[src/rtl/pc_sequencer_pkg.sv]
// Shared definitions for the fetch-stage next-PC sequencer: branch encodings
// and the redirect sources arbitrated by the priority mux.
package pc_pkg;

  localparam logic [1:0] BR_NONE    = 2'b00;
  localparam logic [1:0] BR_TAKEN_A = 2'b01;
  localparam logic [1:0] BR_TAKEN_B = 2'b10;

  typedef enum logic [2:0] {
    TRAP,
    HOLD,
    BRANCH,
    RET,
    JUMP,
    SEQ
  } pc_src_e;

  // 2'b11 is deliberately a not-taken encoding
  function automatic logic branch_taken(input logic [1:0] br);
    return (br == BR_TAKEN_A) || (br == BR_TAKEN_B);
  endfunction

endpackage

[src/rtl/pc_sequencer_if.sv]
// Control/redirect bundle between decode/branch resolution and the PC sequencer.
interface pc_sequencer_if #(
  parameter int unsigned WIDTH     = 32,
  parameter int unsigned RAS_DEPTH = 4
);

  logic                         stall;
  logic                         trap;
  logic [1:0]                   branch;
  logic [WIDTH-1:0]             branch_target;
  logic                         jump_reg;
  logic [WIDTH-1:0]             jump_target;
  logic                         call;
  logic                         ret;
  logic [WIDTH-1:0]             pc;
  logic [$clog2(RAS_DEPTH):0]   ras_count;
  logic                         ras_underflow;

  modport master (
    output stall, trap, branch, branch_target, jump_reg, jump_target, call, ret,
    input  pc, ras_count, ras_underflow
  );

  modport slave (
    input  stall, trap, branch, branch_target, jump_reg, jump_target, call, ret,
    output pc, ras_count, ras_underflow
  );

endinterface

[src/rtl/pc_sequencer_return_stack.sv]
// Circular return-address stack; a push when full overwrites the oldest entry.
module return_stack #(
  parameter int unsigned WIDTH     = 32,
  parameter int unsigned RAS_DEPTH = 4
) (
  input  logic                       clk,
  input  logic                       reset,
  input  logic                       push,
  input  logic                       pop,
  input  logic [WIDTH-1:0]           push_data,
  output logic [WIDTH-1:0]           top,
  output logic [$clog2(RAS_DEPTH):0] count,
  output logic                       empty
);

  localparam int unsigned PW = $clog2(RAS_DEPTH);
  localparam logic [PW:0] FULL = (PW+1)'(RAS_DEPTH);

  logic [WIDTH-1:0] r_mem [RAS_DEPTH];
  logic [PW-1:0]    r_top_ptr;
  logic [PW:0]      r_count;
  logic [PW-1:0]    w_push_ptr;
  logic             w_do_pop;

  assign w_push_ptr = r_top_ptr + PW'(1);
  assign w_do_pop   = pop && (r_count != '0);

  always_ff @(posedge clk or posedge reset) begin
    if (reset) begin
      r_top_ptr <= '0;
      r_count   <= '0;
    end else if (push) begin
      r_top_ptr <= w_push_ptr;
      r_count   <= (r_count == FULL) ? r_count : r_count + (PW+1)'(1);
    end else if (w_do_pop) begin
      r_top_ptr <= r_top_ptr - PW'(1);
      r_count   <= r_count - (PW+1)'(1);
    end
  end

  // Storage has no reset: entries are only read while r_count says they are valid
  always_ff @(posedge clk) begin
    if (push) begin
      r_mem[w_push_ptr] <= push_data;
    end
  end

  assign top   = r_mem[r_top_ptr];
  assign count = r_count;
  assign empty = (r_count == '0);

endmodule

[src/rtl/pc_sequencer.sv]
// Next-PC register for the fetch stage: trap/stall/branch/return/jump/sequential
// priority mux with a return-address stack for call/return pairs.
module pc_sequencer
  import pc_pkg::*;
#(
  parameter int unsigned      WIDTH       = 32,
  parameter int unsigned      STEP        = 4,
  parameter logic [WIDTH-1:0] RESET_PC    = '0,
  parameter logic [31:0]      TRAP_VECTOR = 32'h0000_0080,
  parameter int unsigned      RAS_DEPTH   = 4
) (
  input  logic          clk,
  input  logic          reset,
  pc_sequencer_if.slave bus
);

  pc_src_e                    w_src;
  logic [WIDTH-1:0]           r_pc;
  logic [WIDTH-1:0]           w_pc_next;
  logic [WIDTH-1:0]           w_pc_inc;
  logic [WIDTH-1:0]           w_ras_top;
  logic [$clog2(RAS_DEPTH):0] w_ras_count;
  logic                       w_ras_empty;
  logic                       w_push;
  logic                       w_pop;
  logic                       r_underflow;
  logic                       w_underflow_next;

  assign w_pc_inc = r_pc + WIDTH'(STEP);

  always_comb begin
    w_src = SEQ;
    if (bus.trap)                          w_src = TRAP;
    else if (bus.stall)                    w_src = HOLD;
    else if (branch_taken(bus.branch))     w_src = BRANCH;
    else if (bus.ret)                      w_src = RET;
    else if (bus.jump_reg)                 w_src = JUMP;
  end

  always_comb begin
    w_pc_next        = w_pc_inc;
    w_push           = 1'b0;
    w_pop            = 1'b0;
    w_underflow_next = 1'b0;
    case (w_src)
      TRAP:   w_pc_next = WIDTH'(TRAP_VECTOR);
      HOLD:   w_pc_next = r_pc;
      BRANCH: w_pc_next = bus.branch_target;
      RET: begin
        // Empty stack falls back to the register target and flags the miss
        if (w_ras_empty) begin
          w_pc_next        = bus.jump_target;
          w_underflow_next = 1'b1;
        end else begin
          w_pc_next = w_ras_top;
          w_pop     = 1'b1;
        end
      end
      JUMP: begin
        w_pc_next = bus.jump_target;
        w_push    = bus.call;
      end
      default: w_pc_next = w_pc_inc;
    endcase
  end

  always_ff @(posedge clk or posedge reset) begin
    if (reset) begin
      r_pc        <= RESET_PC;
      r_underflow <= 1'b0;
    end else begin
      r_pc        <= w_pc_next;
      r_underflow <= w_underflow_next;
    end
  end

  return_stack #(
    .WIDTH     (WIDTH),
    .RAS_DEPTH (RAS_DEPTH)
  ) u_ras (
    .clk       (clk),
    .reset     (reset),
    .push      (w_push),
    .pop       (w_pop),
    .push_data (w_pc_inc),
    .top       (w_ras_top),
    .count     (w_ras_count),
    .empty     (w_ras_empty)
  );

  assign bus.pc            = r_pc;
  assign bus.ras_count     = w_ras_count;
  assign bus.ras_underflow = r_underflow;

endmodule

[src/flat_wrapper.sv]
// flat-port wrapper written by rule: the top's interface ports become plain ports
module pc_sequencer_flat import pc_pkg::*;
#(
  parameter int unsigned      WIDTH       = 32,
  parameter int unsigned      STEP        = 4,
  parameter logic [WIDTH-1:0] RESET_PC    = '0,
  parameter logic [31:0]      TRAP_VECTOR = 32'h0000_0080,
  parameter int unsigned      RAS_DEPTH   = 4
)
  (clk, reset, bus_stall, bus_trap, bus_branch, bus_branch_target, bus_jump_reg, bus_jump_target, bus_call, bus_ret, bus_pc, bus_ras_count, bus_ras_underflow);
  pc_sequencer_if #(.WIDTH(WIDTH), .RAS_DEPTH(RAS_DEPTH)) bus_i ();
  input  logic clk;
  input  logic reset;
  input wire logic [$bits(bus_i.stall)-1:0] bus_stall;
  input wire logic [$bits(bus_i.trap)-1:0] bus_trap;
  input wire logic [$bits(bus_i.branch)-1:0] bus_branch;
  input wire logic [$bits(bus_i.branch_target)-1:0] bus_branch_target;
  input wire logic [$bits(bus_i.jump_reg)-1:0] bus_jump_reg;
  input wire logic [$bits(bus_i.jump_target)-1:0] bus_jump_target;
  input wire logic [$bits(bus_i.call)-1:0] bus_call;
  input wire logic [$bits(bus_i.ret)-1:0] bus_ret;
  output wire logic [$bits(bus_i.pc)-1:0] bus_pc;
  output wire logic [$bits(bus_i.ras_count)-1:0] bus_ras_count;
  output wire logic [$bits(bus_i.ras_underflow)-1:0] bus_ras_underflow;
  assign bus_i.stall = bus_stall;
  assign bus_i.trap = bus_trap;
  assign bus_i.branch = bus_branch;
  assign bus_i.branch_target = bus_branch_target;
  assign bus_i.jump_reg = bus_jump_reg;
  assign bus_i.jump_target = bus_jump_target;
  assign bus_i.call = bus_call;
  assign bus_i.ret = bus_ret;
  assign bus_pc = bus_i.pc;
  assign bus_ras_count = bus_i.ras_count;
  assign bus_ras_underflow = bus_i.ras_underflow;
  pc_sequencer #(.WIDTH(WIDTH), .STEP(STEP), .RESET_PC(RESET_PC), .TRAP_VECTOR(TRAP_VECTOR), .RAS_DEPTH(RAS_DEPTH)) u_core (.clk(clk), .reset(reset), .bus(bus_i));
endmodule
[config.mk]
export PLATFORM = sky130hd
export DESIGN_NAME = pc_sequencer_flat
export DESIGN_NICKNAME = d
export VERILOG_FILES = /design/src/rtl/pc_sequencer_pkg.sv /design/src/rtl/pc_sequencer_if.sv /design/src/rtl/pc_sequencer_return_stack.sv /design/src/rtl/pc_sequencer.sv /design/src/flat_wrapper.sv
export SDC_FILE = /design/constraint.sdc
export NUM_CORES = 1
export LEC_CHECK = 0
export CAP_MARGIN = 20
export CORE_UTILIZATION = 55
export CTS_CLUSTER_DIAMETER = 60
export DETAILED_ROUTE_END_ITERATION = 12
export DONT_BUFFER_PORTS = 1
export PLACE_DENSITY = 0.7
export SLEW_MARGIN = 30
export SYNTH_ARGS = -nofsm -noshare
export SYNTH_HDL_FRONTEND = slang
export SYNTH_SLANG_ARGS = --single-unit
[constraint.sdc]
create_clock -name clk -period 5.4 [get_ports clk]
set_input_delay 0.54 -clock clk [delete_from_list [all_inputs] [get_ports clk]]
set_output_delay 0.54 -clock clk [all_outputs]
set_load 0.02 [all_outputs]
## Yosys cells after proc, flatten, opt, wreduce, memory -nomap -nowiden

Memory sizes are Yosys's and may differ from the RTL's.
Index checks and enable logic that the tools add are counted.

| cells by class | value |
|---|---|
| add/subtract/negate cells | 5 |
| reduce and logical (&&, ||, !) cells | 7 |
| muxes and demuxes | 19 |
| eq/ne operators | 8 |

Operators by type and width:

| kind | count |
|---|---|
| 32-bit case mux with 5 select lines | 1 |
| 32-bit by 3-bit adder with 32-bit output, second input constant | 1 |
| 32-bit 2-to-1 mux | 1 |
| 3-bit 2-to-1 mux | 7 |
| 1-bit 2-to-1 mux | 8 |
| 3-bit by 2-bit == test with 1-bit output, second input constant | 2 |
| 3-bit == test, second input constant | 2 |
| 3-bit zero test | 2 |
| 2-bit 2-to-1 mux | 2 |
| 3-bit by 1-bit adder with 3-bit output, second input constant | 1 |
| 3-bit by 1-bit == test with 1-bit output, second input constant | 1 |
| 3-bit nonzero test | 1 |
| 3-bit by 1-bit subtractor with 3-bit output, second input constant | 1 |
| 2-bit by 1-bit adder with 2-bit output, second input constant | 1 |
| 2-bit by 1-bit == test with 1-bit output, second input constant | 1 |
| 2-bit == test, second input constant | 1 |
| 2-bit inequality test, second input constant | 1 |
| 2-bit AND reduction | 1 |
| 2-bit nonzero test | 1 |
| 2-bit by 1-bit subtractor with 2-bit output, second input constant | 1 |
| 1-bit logical AND | 1 |
| 1-bit logical OR | 1 |

| storage, ports and cells | value |
|---|---|
| memories kept | 1 |
| register bits after elaboration | 38 |
| output and inout port bits | 36 |
| logic and storage cells | 44 |
| memory bits (writable) | 128 |

Memory list:

| name | words | width | read ports | clocked after memory_dff | wr ports | line | text |
|---|---|---|---|---|---|---|---|
| u_core.u_ras.r_mem | 4 | 32 | 1 | 0 | 1 | pc_sequencer_return_stack.sv:19 | `logic [WIDTH-1:0] r_mem [RAS_DEPTH];` |

## Longest topological paths before layout

| logic depth | value |
|---|---|
| depth after elaboration | 10 |
| mapped depth | 9 |
| gate-level depth less buffers | 7 |

## Modules after synthesis

A second synthesis with hierarchy kept.

| unflattened totals | value |
|---|---|
| cells, all modules | 491 |
| area, all modules | 7533.5 um2 |

By module, submodules not included:

| module | instances | cells an instance | area an instance (um2) |
|---|---|---|---|
| return_stack | 1 | 206 | 5052.3 |
| pc_sequencer | 1 | 285 | 2481.1 |

## Worst setup path after synthesis

No wires, ideal clock.

| timing | value |
|---|---|
| path type | input to register |
| from | in bus_branch[0] |
| to | mem u_core.u_ras.r_mem[0][0], enable pin |
| buffers on the path | 2 |
| slack | 2.510 ns |
| stages | 5 |
| setup time | 0.392 ns |
| required time | 5.008 ns |
| arrival time | 2.498 ns |
| cell sequence | xor2_1 > buf_2 > nor4_2 > clkbuf_1 > and2_1 |

| on the way | value |
|---|---|
| word-level cells in the longest chain between the ends | 9 |
| elaborated cells between the ends (all ways) | 10 |

RTL lines:

| element | line | text |
|---|---|---|
| start: declaration | flat_wrapper.sv:16 | `input wire logic [$bits(bus_i.branch)-1:0] bus_branch;` |
| 2-bit by 1-bit == test with 1-bit output or 2-bit == test (tied branches) | pc_sequencer_pkg.sv:20 | `return (br == BR_TAKEN_A) \|\| (br == BR_TAKEN_B);` |
| 1-bit logical OR (*) | pc_sequencer_pkg.sv:20 |  |
| 3-bit 2-to-1 mux (*) | pc_sequencer.sv:35 | `else if (branch_taken(bus.branch)) w_src = BRANCH;` |
| 3-bit 2-to-1 mux (*) | pc_sequencer.sv:34 | `else if (bus.stall) w_src = HOLD;` |
| 3-bit 2-to-1 mux (*) | pc_sequencer.sv:33 | `if (bus.trap) w_src = TRAP;` |
| 3-bit == test (*) | pc_sequencer.sv:45 | `case (w_src)` |
| 1-bit 2-to-1 mux (*) | pc_sequencer.sv:45 |  |
| 1-bit 2-to-1 mux (*) | pc_sequencer_return_stack.sv:43 | `if (push) begin` |
| 1-bit 2-to-1 mux (not written as such) (*) | pc_sequencer_return_stack.sv:44 | `r_mem[w_push_ptr] <= push_data;` |
| end: declaration | pc_sequencer_return_stack.sv:19 |  |

Every way passes the cells marked *; elsewhere a longest branch is shown, timed or not.

## Final worst setup path

| timing | value |
|---|---|
| from | reg u_core.r_pc[2], in the netlist u_core.bus.pc[2] |
| to | reg u_core.r_pc[18], in the netlist u_core.bus.pc[18] |

| on the way | value |
|---|---|
| word-level cells in the longest chain between the ends | 2 |

RTL lines:

| element | line | text |
|---|---|---|
| start: declaration | pc_sequencer.sv:18 | `logic [WIDTH-1:0] r_pc;` |
| start signal: assignment | pc_sequencer.sv:72 | `r_pc <= w_pc_next;` |
| 32-bit by 3-bit adder with 32-bit output | pc_sequencer.sv:29 | `assign w_pc_inc = r_pc + WIDTH'(STEP);` |
| net u_core.u_ras.push_data[18] | pc_sequencer_return_stack.sv:10 | `input logic [WIDTH-1:0] push_data,` |
| 32-bit case mux with 5 select lines | pc_sequencer.sv:45 |  |

The timed path passes the listed nets, and every way through them passes these cells.
A chain may end at the register's enable or synchronous reset.

==> results.cfg <==
[clock_network]
clk_latency_ps = 430
cts_tree = done
cts_resized = 0
ctsHoldBuffers = 0
cts-root-buf = clkbuf_16
numCtsBuffers = 17
h-tree-depth = 4
clkTransAtPathRegs_ps = 60
cts.sinks = 166
cts_setup_buffers = 0
cts_buffer_depth = 2

[layout]
instances_no_fill = 741
syn_to_final_growth_pct = 9.95
multi_input_area_um2 = 2830
layout_commonest_cell = edfxtp_1
fin_util = 0.619
diodes = 0
final_layout_size_suffix_gt1_frac = 0.168
nets = 627
seqCellArea_um2 = 4800
final_cell_mix = 128 x edfxtp_1, 40 x nand2_1, 37 x dfrtp_1, 33 x a21oi_1, 32 x mux4_2
nFillCells = 1055

[die]
pin_count = 109
die_area_um2 = 14700
die_y_um = 121
dieWidth_um = 121
initial_core_util = 0.563
core_area_um2 = 13900
rows = 43

[setup_path]
cpMaxStageDelayCell = nor4_2
critical_path.max_stage_delay_ps = 790
worstSetupStartpoint = u_core.bus.pc[2]
arrival_ps = 3270
start_kind = register
critPathCaptureType = register
r2r_start = u_core.bus.pc[2]
critical_path.cell_chain = ha_1, nand3_1, nor4_2, nand2_1, xnor2_1, a221o_1
crit_type = register to register
path_max_fanout = 8
worstPathRequired_ps = 5700

[sta]
final_max_slew_viol_count = 0
worst_slack_ps = 2430
tightestPinTransition_ps = 925
setup_viol = 0
period_needed_ps = 2970
hold_ws_ps = 155
hold_viol_final = 0
finClkSkew_ps = 13.2
fin_setup_tns_ps = 0
fin_crit_sh = 0.550
max_slew_margin = 0.383
rsz0062_at_grt = no
max_freq_mhz = 337

[logic_synthesis]
seq_area_frac_synth = 0.614
avgSynthCellArea_um2 = 14.1
synth_nets = 632
ys.flop_type = edfxtp_1
synth_cell_type_count = 56
synth_cells = 553
synth_edf_count = 128
yosysWarnings = 0
ys_ff_latch = 166
synthesis.area_um2 = 7810
synthArstFlopShare = 0.229

[global_routing]
antenna_found_initial = 0
grt_use_total = 0.294
grt_max_degree = 39
grt_pass1_wl_um = 30500
grt_overflow = 0
grt_pass1_vias = 5011

[route]
drtAntennaViolNets = 0
drcViolationCount = 0
drt_iter0_drc = 531
num_vias = 5090
firstDrtPassIters = 5
vias_per_cell = 6.87
routed_wl_um = 20300
detail_route.wl_per_cell_um = 27.4

[place]
port_buffers = 0
post-place-ws_ps = 2480
place_hpwl_um = 13000
dp.cells = 709
gp_congestion = 0.821

[status]
status = completed

[pwr]
p_clk_frac = 0.349
share_seq_of_total_power = 0.476
vdd_drop_max_mv = 0.198
p_leak_uw = 0.00301
p_sw_frac = 0.283
comb_power_share = 0.175
p_per_area_nw_per_um2 = 413
internal-power_uw = 2540
power_switching_uw = 1000

[hold_path]
worstHoldPathType = input pin to async pin

[flow_run]
drv_cap = 0
-- cells in the mapped netlist, types with 4 or more instances --
| cell type | instances | area, um2 |
|---|---|---|
| xnor2_1 | 22 | 193 |
| a22o_1 | 4 | 35.0 |
| nor2_1 | 15 | 56.3 |
| inv_1 | 10 | 37.5 |
| nand3_1 | 20 | 100 |
| edfxtp_1 | 128 | 3840 |
| dfrtp_1 | 38 | 951 |
| nand3b_1 | 11 | 82.6 |
| a221o_1 | 13 | 130 |
| a31oi_1 | 4 | 25.0 |
| buf_2 | 12 | 60.1 |
| nor4_2 | 6 | 75.1 |
| a22oi_1 | 10 | 75.1 |
| o21ai_0 | 12 | 60.1 |
| clkbuf_1 | 19 | 71.3 |
| nand4_1 | 11 | 68.8 |
| nand2_1 | 40 | 150 |
| a21o_1 | 10 | 75.1 |
| mux4_2 | 32 | 721 |
| a21oi_1 | 33 | 165 |
| and3_1 | 7 | 43.8 |
| a222oi_1 | 5 | 50.1 |
| xor2_1 | 13 | 114 |
| nor3_1 | 8 | 40.0 |
| ha_1 | 6 | 75.1 |
| buf_4 | 5 | 37.5 |
| and2_1 | 6 | 37.5 |
| a221oi_1 | 8 | 70.1 |
| nand2b_1 | 5 | 31.3 |
-- metal layers --
metal	GRT usage	routed length, um
met2	0.442	9640
met1	0.413	8190
met5	0	0
met4	0.103	527
met3	0.0808	1920
-- power groups by stage --
stage	Clock (uW)	Sequential (uW)	Combinational, uW
4_1_cts	1240	1690	623
3_5_place_dp	0	1710	616
2_1_floorplan	0	1600	570
6_report	1240	1690	618
5_1_grt	1300	1700	669
3_3_place_gp	0	1710	598
-- kinds of logic after synthesis --
| logic type | Yosys count | synth area share |
|---|---|---|
| AOI/OAI and AO/OA | 120 | 0.111 |
| xor gates and xnor gates | 35 | 0.0392 |
| adders and majority gates | 6 | 0.00961 |
| buffers and inverters | 47 | 0.0269 |
| DFF | 166 | 0.614 |
| muxes | 33 | 0.0936 |
| and+or+nand+nor | 146 | 0.106 |
-- final timing paths --
path	end	slack, ps	cells after the start
min reg2reg	u_core.bus.pc[5]	680	3
max reg2reg	u_core.bus.pc[18]	2430	6
min	u_core.u_ras.count[2]	160	2
max	u_core.bus.pc[18]	2430	6
min in group clk	u_core.bus.pc[13]	250	1
max in group asynchronous	u_core.u_ras.r_top_ptr[0]	4790	2
-- metrics by stage --
step                power, uW  area, um2
floorplan                2170       7810
finish                   3540       8590
CTS                      3560       8590
global placement         2310       7980
global route             3680       8590
detailed placement       2330       7980
-- final cells by class --
cell class,count,share of cell area
tap,180,0.0262
multi-input combinational,340,0.329
sequential,166,0.559
inverter,10,0.00437
timing repair buffer,13,0.0114
clock inverter,12,0.0173
clock buffer,20,0.0532
-- worst max-delay path: cells and delay by family, from the launching register on --
kind,cells,cell delay (ps)
simple gates,3,1310
flops,1,600
fa+ha+maj,1,320
xor+xnor,1,240
compound gates,1,370
-- state kept, by name, indices dropped and copies added, names as in the netlist --
register	count
u_core.u_ras.r_mem	128
u_core.bus.pc	32
u_core.u_ras.count	3
u_core.u_ras.r_top_ptr	2
u_core.bus.ras_underflow	1
Note: power is estimated with default switching activity, not from simulation.
